===== src/rtl/spi_master.sv =====
// SPI master: single-word or multi-word frames, configurable CPOL/CPHA and SCLK divider.
// Define SPI_MASTER_LSB_FIRST_EN to shift LSB first (default MSB first).
module spi_master #(
  parameter int DATA_W  = 8,
  parameter int CLK_DIV = 4,
  parameter int CPOL    = 0,
  parameter int CPHA    = 0
) (
  input  logic              clk_clk,
  input  logic              reset_reset_n,
  input  logic [DATA_W-1:0] tx_data,
  input  logic              tx_last,
  input  logic              tx_valid,
  output logic              tx_ready,
  output logic [DATA_W-1:0] rx_data,
  output logic              rx_valid,
  output logic              busy,
  output logic              spi_SCLK,
  output logic              spi_MOSI,
  input  logic              spi_MISO,
  output logic              spi_SS_n
);

  localparam int                 CNT_W     = $clog2(CLK_DIV + 1);
  localparam int                 EDGE_W    = $clog2(2 * DATA_W + 1);
  localparam logic               SCLK_IDLE = (CPOL != 0);
  localparam logic [CNT_W-1:0]   CNT_MAX   = CNT_W'(CLK_DIV - 1);
  localparam logic [EDGE_W-1:0]  EDGE_LAST = EDGE_W'(2 * DATA_W);

  typedef enum logic [2:0] {IDLE, LEAD, SHIFT, WAIT, TRAIL} state_t;

  state_t              state_q, state_d;
  logic [CNT_W-1:0]    cnt_q, cnt_d;
  logic [EDGE_W-1:0]   edge_q, edge_d;
  logic                sclk_q, sclk_d;
  logic                mosi_q, mosi_d;
  logic                ss_n_q, ss_n_d;
  logic                ready_q, ready_d;
  logic                last_q, last_d;
  logic [DATA_W-1:0]   tx_sh_q, tx_sh_d;
  logic [DATA_W-1:0]   rx_sh_q, rx_sh_d;
  logic [DATA_W-1:0]   rx_data_q, rx_data_d;
  logic                rx_valid_q, rx_valid_d;

  logic                accept, tick, odd, sample, advance;
  logic [EDGE_W-1:0]   edge_num;
  logic [DATA_W-1:0]   rx_next;

  function automatic logic first_bit(input logic [DATA_W-1:0] w);
`ifdef SPI_MASTER_LSB_FIRST_EN
    return w[0];
`else
    return w[DATA_W-1];
`endif
  endfunction

  function automatic logic [DATA_W-1:0] shift_out(input logic [DATA_W-1:0] w);
`ifdef SPI_MASTER_LSB_FIRST_EN
    return {1'b0, w[DATA_W-1:1]};
`else
    return {w[DATA_W-2:0], 1'b0};
`endif
  endfunction

  function automatic logic [DATA_W-1:0] shift_in(input logic [DATA_W-1:0] w, input logic b);
`ifdef SPI_MASTER_LSB_FIRST_EN
    return {b, w[DATA_W-1:1]};
`else
    return {w[DATA_W-2:0], b};
`endif
  endfunction

  always_ff @(posedge clk_clk) begin
    if (!reset_reset_n) begin
      state_q    <= IDLE;
      cnt_q      <= '0;
      edge_q     <= '0;
      sclk_q     <= SCLK_IDLE;
      mosi_q     <= 1'b0;
      ss_n_q     <= 1'b1;
      ready_q    <= 1'b0;
      last_q     <= 1'b0;
      tx_sh_q    <= '0;
      rx_sh_q    <= '0;
      rx_data_q  <= '0;
      rx_valid_q <= 1'b0;
    end else begin
      state_q    <= state_d;
      cnt_q      <= cnt_d;
      edge_q     <= edge_d;
      sclk_q     <= sclk_d;
      mosi_q     <= mosi_d;
      ss_n_q     <= ss_n_d;
      ready_q    <= ready_d;
      last_q     <= last_d;
      tx_sh_q    <= tx_sh_d;
      rx_sh_q    <= rx_sh_d;
      rx_data_q  <= rx_data_d;
      rx_valid_q <= rx_valid_d;
    end
  end

  always_comb begin
    state_d    = state_q;
    cnt_d      = cnt_q;
    edge_d     = edge_q;
    sclk_d     = sclk_q;
    mosi_d     = mosi_q;
    ss_n_d     = ss_n_q;
    last_d     = last_q;
    tx_sh_d    = tx_sh_q;
    rx_sh_d    = rx_sh_q;
    rx_data_d  = rx_data_q;
    rx_valid_d = 1'b0;

    accept   = tx_valid && ready_q;
    tick     = (cnt_q == CNT_MAX);
    edge_num = edge_q + EDGE_W'(1);
    odd      = edge_num[0];
    sample   = (CPHA == 0) ? odd : ~odd;
    advance  = (CPHA == 0) ? (~odd && (edge_num != EDGE_LAST)) : odd;
    rx_next  = sample ? shift_in(rx_sh_q, spi_MISO) : rx_sh_q;

    case (state_q)
      IDLE, WAIT: begin
        if (accept) begin
          state_d = LEAD;
          cnt_d   = '0;
          edge_d  = '0;
          ss_n_d  = 1'b0;
          last_d  = tx_last;
          rx_sh_d = '0;
          // CPHA=0 presents the first bit before the first SCLK edge
          if (CPHA == 0) begin
            mosi_d  = first_bit(tx_data);
            tx_sh_d = shift_out(tx_data);
          end else begin
            mosi_d  = 1'b0;
            tx_sh_d = tx_data;
          end
        end
      end
      LEAD, SHIFT: begin
        cnt_d = tick ? '0 : cnt_q + CNT_W'(1);
        if (tick) begin
          state_d = SHIFT;
          sclk_d  = ~sclk_q;
          edge_d  = edge_num;
          rx_sh_d = rx_next;
          if (advance) begin
            mosi_d  = first_bit(tx_sh_q);
            tx_sh_d = shift_out(tx_sh_q);
          end
          if (edge_num == EDGE_LAST) begin
            rx_data_d  = rx_next;
            rx_valid_d = 1'b1;
            state_d    = last_q ? TRAIL : WAIT;
          end
        end
      end
      TRAIL: begin
        cnt_d = tick ? '0 : cnt_q + CNT_W'(1);
        if (tick) begin
          state_d = IDLE;
          ss_n_d  = 1'b1;
          mosi_d  = 1'b0;
        end
      end
      default: state_d = IDLE;
    endcase

    ready_d = (state_d == IDLE) || (state_d == WAIT);
  end

  assign tx_ready = ready_q;
  assign rx_data  = rx_data_q;
  assign rx_valid = rx_valid_q;
  assign busy     = ~ss_n_q;
  assign spi_SCLK = sclk_q;
  assign spi_MOSI = mosi_q;
  assign spi_SS_n = ss_n_q;

endmodule


===== config.mk =====
export PLATFORM = sky130hd
export DESIGN_NAME = spi_master
export DESIGN_NICKNAME = d
export VERILOG_FILES = /design/src/rtl/spi_master.sv
export SDC_FILE = /design/constraint.sdc
export NUM_CORES = 1
export LEC_CHECK = 0
export CORE_MARGIN = 3
export CORE_UTILIZATION = 50
export DETAILED_ROUTE_END_ITERATION = 6
export PLACE_DENSITY = 0.74
export REMOVE_ABC_BUFFERS = 1
export SLEW_MARGIN = 20
export SYNTH_ARGS = -nofsm -noshare
export SYNTH_HDL_FRONTEND = slang
export SYNTH_SLANG_ARGS = --single-unit

===== constraint.sdc =====
create_clock -name clk_clk -period 2.25 [get_ports clk_clk]
set_input_delay 0.5625 -clock clk_clk [delete_from_list [all_inputs] [get_ports clk_clk]]
set_output_delay 0.5625 -clock clk_clk [all_outputs]
set_load 0.005 [all_outputs]

# After elaboration in Yosys (flattened, before gate mapping)
# Index checks and enable logic that the tools add are counted.
classes:
  n_eq_ne: 12
  n_reduce_logical: 21
  add_sub_neg: 2
  bitwise: 3
  muxes: 29
op_table:
  columns: ["cell", "count"]
  rows:
  - ["$mux W8", 6]
  - ["$pmux W8 S2", 2]
  - ["$mux W3", 7]
  - ["$eq A3 B2 Y1 const B", 4]
  - ["$reduce_and A3 Y1", 4]
  - ["$mux W5", 2]
  - ["$pmux W5 S2", 1]
  - ["$pmux W3 S3", 1]
  - ["$ne A2 B2 Y1 const B", 4]
  - ["$mux W1", 7]
  - ["$logic_not A3 Y1", 2]
  - ["$pmux W3 S2", 1]
  - ["$reduce_and A2 Y1", 3]
  - ["$reduce_bool A2 Y1", 3]
  - ["$add A5 B1 Y5 const B", 1]
  - ["$eq A5 B5 Y1 const B", 1]
  - ["$ne A5 B5 Y1 const B", 1]
  - ["$reduce_and A5 Y1", 1]
  - ["$reduce_and A4 Y1", 1]
  - ["$reduce_or A2 Y1", 2]
  - ["$add A3 B1 Y3 const B", 1]
  - ["$eq A3 B1 Y1 const B", 1]
  - ["$eq A3 B3 Y1 const B", 1]
  - ["$not A1 Y1", 3]
  - ["6 further kinds", 7]
totals:
  inputBits: 13
  register_bits: 41

# Longest topological paths before layout
# Gate-level depths: netlist of the first run.
logic_depth:
  ltp_word: 7
  mapped_depth: 7
  ltp_nobuf: 6

# Worst setup path after synthesis of the first run
# No wires, ideal clock.
synth_timing:
  path_kind: "register -> register"
  from: "register edge_q[1]"
  to: "register tx_sh_q[5]"
  synth_period_minus_slack_ns: 1.947
  t_required_ns: 2.109
  stages_incl_launch_ff: 8
  n_path_buf: 1
  slack_ns: 0.303
  arrival_time_ns: 1.806
  path_cell_list: "dfxtp_1 ha_1 o211a_1 a221o_1 o32a_4 buf_6 nor2_1 a311oi_2"
synth_via:
  elab_chain_cells: 5
synth_rtl:
  columns: ["item", "line_no", "source"]
  rows:
  - ["start: declaration", "34", "logic [EDGE_W-1:0] edge_q, edge_d;"]
  - ["start signal: assignment", "90", "edge_q <= edge_d;"]
  - ["$add A5 B1 Y5", "118", "edge_num = edge_q + EDGE_W'(1);"]
  - ["$ne A5 B5 Y1", "121", "advance = (CPHA == 0) ? (~odd && (edge_num != EDGE_LAST)) : odd;"]
  - ["$logic_and A1 B1 Y1", "121", null]
  - ["$ne A2 B2 Y1 (no line)", null, null]
  - ["$reduce_and A4 Y1 (no line)", null, null]
  - ["end signal: assignment", "96", "tx_sh_q <= tx_sh_d;"]
  - ["end: declaration", "40", "logic [DATA_W-1:0] tx_sh_q, tx_sh_d;"]
# Every way passes these cells.
# A chain may end at the register's enable or synchronous reset.

# Worst setup path in the final report of the first run
layout_timing:
  from: "register edge_q[0]"
  to: "register tx_sh_q[5]"
layout_via:
  elab_chain_cells: 5
layout_rtl:
  columns: ["item", "line_no"]
  rows:
  - ["$add A5 B1 Y5 (*)", "118"]
  - ["$ne A5 B5 Y1 / $not A1 Y1 (equally long branches)", "121"]
  - ["$logic_and A1 B1 Y1 (*)", "121"]
  - ["$ne A2 B2 Y1 (no line) (*)", null]
  - ["$reduce_and A4 Y1 (no line) (*)", null]
# Mark *: on every way between the ends. The rest lies on a longest branch, timed or not.

==> results of run 1 <==
==> per-layer routing <==
metal | track usage, % | vias up | part of all wire [%]
met2 | 29.92 | 36 | 44
met1 | 27.94 | 767 | 50
li1 | - | 849 | -
met3 | 5.255 | 7 | 4.7
met5 | 0 | - | 0
met4 | 7.444 | 0 | 1.6
==> flip-flops by register name, indices dropped and copies added, names as in the netlist <==
| signal | cells |
|---|---|
| cnt_q | 3 |
| spi_MOSI | 1 |
| tx_sh_q | 7 |
| last_q | 1 |
| rx_data | 8 |
| tx_ready | 1 |
| state_q | 3 |
| spi_SS_n | 1 |
| spi_SCLK | 1 |
| rx_valid | 1 |
| rx_sh_q | 8 |
| edge_q | 5 |
==> area by class of cell <==
cell class	count	area, sq um	share of cell area [%]
timing repair buffer	37	342.8	14.35
inverter	4	15.01	0.6286
tap	48	60.06	2.514
clock inverter	2	38.79	1.624
multi-input combinational	157	1049	43.90
clock buffer	6	82.58	3.457
sequential	40	800.8	33.53
==> through the flow <==
step | worst slack [ns] | utilization (%)
2_1_floorplan | -0.06262 | -
3_3_place_gp | 0.05341 | 61.01
3_5_place_dp | 0.01208 | 61.01
4_1_cts | 0.2158 | 64.28
5_1_grt | 0.02316 | 64.28
6_report | 0.2067 | 64.28
==> logic make-up after synthesis <==
kind of cell / count (synthesis) / synth area share (%)
AOI/OAI and AO/OA: 60 / 24.60
xor gates and xnor gates: 5 / 3.019
adders and majority gates: 3 / 1.927
buffers and inverters: 19 / 5.074
DFF: 40 / 41.10
muxes: 8 / 4.111
and+or+nand+nor: 81 / 20.17
==> cells in the mapped netlist (2+ instances only) <==
master / number
nand3_1: 13
o21ai_0: 5
buf_2: 4
dfxtp_1: 40
inv_1: 4
a22o_1: 7
nor3_1: 4
buf_1: 2
xnor2_1: 2
nor2b_1: 2
and3_1: 2
a311oi_2: 6
a31oi_1: 3
clkbuf_1: 6
nand4_1: 3
a21oi_1: 13
ha_1: 3
nand2b_1: 3
buf_6: 3
nor2_1: 20
o31ai_1: 8
a311oi_1: 2
and2_1: 2
o22ai_1: 4
nand2_1: 25
mux2i_1: 8
==> critical path: stages (launching register included) <==
cell	delay [ns]
dfxtp_1	0.36
ha_1	0.29
o211a_1	0.23
a221o_1	0.34
o32a_4	0.47
nor2_1	0.16
a311oi_2	0.06
==> power by group through the flow <==
stage,Clock (mW),Sequential [mW],Combinational [mW]
floorplan,0,0.757,0.0938
global placement,0,0.759,0.163
detailed placement,0,0.760,0.164
CTS,0.638,0.743,0.166
global route,0.662,0.747,0.183
finish,0.624,0.743,0.164
==> worst max path at each step <==
| stage | slack [ns] | to |
|---|---|---|
| finish | 0.21 | tx_sh_q[5] |
| global route | 0.02 | rx_sh_q[4] |
| CTS | 0.22 | tx_sh_q[5] |
| detailed placement | 0.01 | rx_sh_q[2] |
| global placement | 0.05 | rx_sh_q[7] |
| floorplan | -0.06 | state_q[0] |
==> impl_results.md, run 1 <==
* WHS at 0.4695 ns
* First-pass GRT wire length at 7065 um
* Worst Path Required at 2.42 ns
* Leak at 0.8622 nW
* CP Capture Type: register
* Arrival time worst endpoint at 2.21 ns
* Cell Area, Synth at 1948 sq um
* Unrepaired setup endpoints after global routing: false
* Most frequent cells in the layout: dfxtp_1 (40), clkdlybuf4s50_1 (26), nand2_1 (25)
* Worst-path clk slew at 0.08 ns
* Vias in the first global route at 1536
* Endpoints failing setup at 0
* Initial antenna violation count at 0
* Reg2Reg Setup Slack at 0.21 ns
* Area post-placement at 2267 sq um
* DRC Markers at 0
* Total Power at 1.531 mW
* Asr flop ratio synth at 0%
* Buffers on Ports at 26
* Hold Path Depth at 2
* Detailed Routing Iterations Pass 1 at 4
* Congestion Overflow GR at 0
* Outcome: completed
* Clock network fraction of design power at 40.7%
* Final Hold Viols at 0
* IO Count at 27
* Crit Path Max Fanout at 14
* Worst slew margin at 49.48%
* H-tree depth at 2
* # fillers at 323
* GRT Total Usage at 20.20%
* Proportion of synthesized chip area in sequential cells at 41.10%
* CP Class: register to register
* Post-Synthesis Cells at 216
* Initial Utilization at 52.42%
* Final setup TNS at 0 ns
* Hold_sp: rx_data[6]
* Setup bufs post-CTS at 0
* Dominant cells by area after synthesis: dfxtp_1 (41%), nand2_1 (4.8%), a311oi_2 (4.6%), mux2i_1 (4.1%), nor2_1 (3.9%)
* Yosys cell types at 48
* Fin crit period at 2.043 ns
* RR Endpoint: tx_sh_q[5]
* Clock Latency Late Sink at 0.29 ns
* Chip width at 68.42 um
* Final std cells w/o fill at 294
* Max Cap Violations at 0
* CTS tree: built
* RR Startpoint: edge_q[0]
* Final Wtd Congestion at 0.8878
* Commonest non-fill, non-tap cell in the layout: dfxtp_1
* EDFF count, synth at 0
* Synth warn at 0
* DR vias/cell at 5.643
* Post-DRT Antenna Nets at 0
* CTS Hold Bufs at 0
* Psw at 0.3610 mW
* Post-DR wirelength/cell at 14.10 um
* Synthesized area per cell at 9.019 sq um
* Power Dens Cells at 641.1 nW/um^2
* Die Footprint at 4681 sq um
* Net Sw Frac at 23.57%
* Total Wirelength at 4145 um
* Clk root buf: clkbuf_8
* Fin. max-slew vios at 0
* Reg2Reg Depth at 6
* Flops & latches, synth at 40
* Tcrit/Tclk final at 90.81%
* Sequential power share at 48.5%
* Cell internal pwr at 1.170 mW
* Worst min path class: register to register
* HPWL reported at the end of detailed placement at 2851 um
* Core Area at 3716 sq um
* Achievable Freq at 0.4894 GHz
* Max Buffers Root-to-Sink at 2
* Die height at 68.42 um
* Hold path endpoint: rx_data[6]
* Fin nets at 261
* Share of cells above drive strength 1 at 13.41%
* Clock skew at 0.006888 ns
* Measured slew at the worst slew-check pin at 0.7520 ns
* Post_cts resized at 0
* Logic gate share of total power at 10.7%
* Dominant synthesized flop cell: dfxtp_1
* Ant. Diodes at 0
* Final non-filler cell area at 2389 sq um
* Vias at 1659
* Num CTS Buffers at 5
* Yosys top cell area share at 41.10%
* Placed Cells at 286
* VDD IR max at 378.2 uV
* Largest net degree at the start of global routing at 21
* DRT iter0 DRCs at 75
* Crit. Startpoint: edge_q[0]
* Row cnt at 22
* Post-synth top area cell: dfxtp_1
* Synthesis-to-finish area growth at 22.61%
* Clock sinks at 40
* CP Launch Type: register
Power figures use the tool's default switching activity.
==> inputs of run 2 (changes only) <==
--- a/config.mk
+++ b/config.mk
@@ -5,6 +5,7 @@
 export SDC_FILE = /design/constraint.sdc
 export NUM_CORES = 1
 export LEC_CHECK = 0
+export CORE_ASPECT_RATIO = 2
 export CORE_MARGIN = 3
 export CORE_UTILIZATION = 50
 export DETAILED_ROUTE_END_ITERATION = 6
==> run 2 against run 1 <==
Highest routed layer unchanged; clock skew fell by 0.0035 ns; wire length rose by 3.0%; sequential share of layout area rose by 0.21 points; die area rose by 0.97%; fmax rose by 1.6%; final cell count rose by 0.68%.
==> impl_results.md, run 2 (synthesis gave the netlist of run 1 again) <==
* Core Area at 3685 sq um
* H-tree depth at 2
* Clock skew at 0.003387 ns
* Congestion Overflow GR at 0
* Buffers on Ports at 26
* Power Dens Cells at 593.4 nW/um^2
* Post-DR wirelength/cell at 14.43 um
* Most frequent cells in the layout: dfxtp_1 (40), clkdlybuf4s50_1 (26), nand2_1 (25)
* Hold Path Depth at 2
* CP Class: register to register
* Ant. Diodes at 0
* First-pass GRT wire length at 7527 um
* Fin. max-slew vios at 0
* Clk root buf: clkbuf_8
* Achievable Freq at 0.4973 GHz
* Met1 usage at 21.02%
* HPWL reported at the end of detailed placement at 3196 um
* Initial antenna violation count at 0
* DR vias/cell at 5.615
* DRT iter0 DRCs at 18
* Chip width at 50.14 um
* Fin crit period at 2.011 ns
* CTS tree: built
* Final non-filler cell area at 2374 sq um
* Num CTS Buffers at 5
* Final Hold Viols at 0
* CTS Hold Bufs at 0
* Leak at 0.8503 nW
* Clock sinks at 40
* Max Buffers Root-to-Sink at 2
* Post-DRT Antenna Nets at 0
* Commonest non-fill, non-tap cell in the layout: dfxtp_1
* Outcome: completed
* Detailed Routing Iterations Pass 1 at 4
* Crit Path Max Fanout at 14
* Area post-placement at 2276 sq um
* Measured slew at the worst slew-check pin at 0.7130 ns
* Largest net degree at the start of global routing at 21
* Worst-path clk slew at 0.08 ns
* GRT met3 Usage at 5.087%
* Die Footprint at 4726 sq um
* Vias at 1662
* CP Capture Type: register
* Arrival time worst endpoint at 2.18 ns
* Fin nets at 262
* Final setup TNS at 0 ns
* Total Power at 1.408 mW
* Endpoints failing setup at 0
* Worst slew margin at 52.10%
* Tcrit/Tclk final at 89.36%
* IO Count at 27
* Total Wirelength at 4271 um
* DRC Markers at 0
* Initial Utilization at 52.87%
* Setup bufs post-CTS at 0
* Worst min path class: register to register
* GRT Total Usage at 20.78%
* Clock Latency Late Sink at 0.30 ns
* Worst Path Required at 2.42 ns
* Synthesis-to-finish area growth at 21.84%
* Share of cells above drive strength 1 at 13.77%
* Row cnt at 31
* Vias in the first global route at 1708
* Max Cap Violations at 0
* Reg2Reg Depth at 6
* Post_cts resized at 0
* Unrepaired setup endpoints after global routing: false
* Global-route met2 utilization at 37.77%
* GRT busiest layer: met2
* Die height at 94.28 um
* Final Wtd Congestion at 0.7931
* VDD IR max at 517.1 uV
* CP Launch Type: register
run 2: layout make-up:
cell class,count,area (sq um)
inverters,4,15.01
repair buffers,38,350.3
clock buffers,6,82.58
clock inverters,2,15.01
multi-input cells,157,1049
flip-flops and latches,40,800.8
well taps,49,61.31
fillers,334,1311
run 2: final timing paths:
kind              start         end  slack (ns)
max           edge_q[0]  tx_sh_q[3]        0.24
min          tx_sh_q[1]  tx_sh_q[1]        0.46
max reg2reg   edge_q[0]  tx_sh_q[3]        0.24
min reg2reg  tx_sh_q[1]  tx_sh_q[1]        0.46
run 2: metal layers:
layer	vias up	routed length (um)
li1	846	-
met1	777	1629
met2	27	2393
met3	12	121
met4	0	127
met5	-	0
run 2: power by group:
part | leakage [nW] | switching [mW] | internal, mW
clock network | 0.0434 | 0.255 | 0.248
registers | 0.324 | 0.0160 | 0.727
logic | 0.483 | 0.0831 | 0.0799
total | 0.850 | 0.354 | 1.05
run 2: worst max-delay path, cell delays in order (launching register included):
cell and delay (ns):
dfxtp_1 0.35, ha_1 0.29, o211a_1 0.23, a221o_1 0.35, o32a_4 0.48, nor2_1 0.14
a311oi_2 0.06
run 2: metrics by stage:
| stage | cells | utilization, % | setup WS [ns] | hold WS, ns |
|---|---|---|---|---|
| after floorplan | 201 | - | -0.06262 | 0.4362 |
| after global placement | 288 | 61.77 | 0.06386 | 0.4481 |
| after detailed placement | 288 | 61.77 | 0.03098 | 0.4562 |
| after CTS | 296 | 64.41 | 0.2338 | 0.4694 |
| after global routing | 296 | 64.41 | 0.1248 | 0.4873 |
| final | 296 | 64.41 | 0.2393 | 0.4642 |
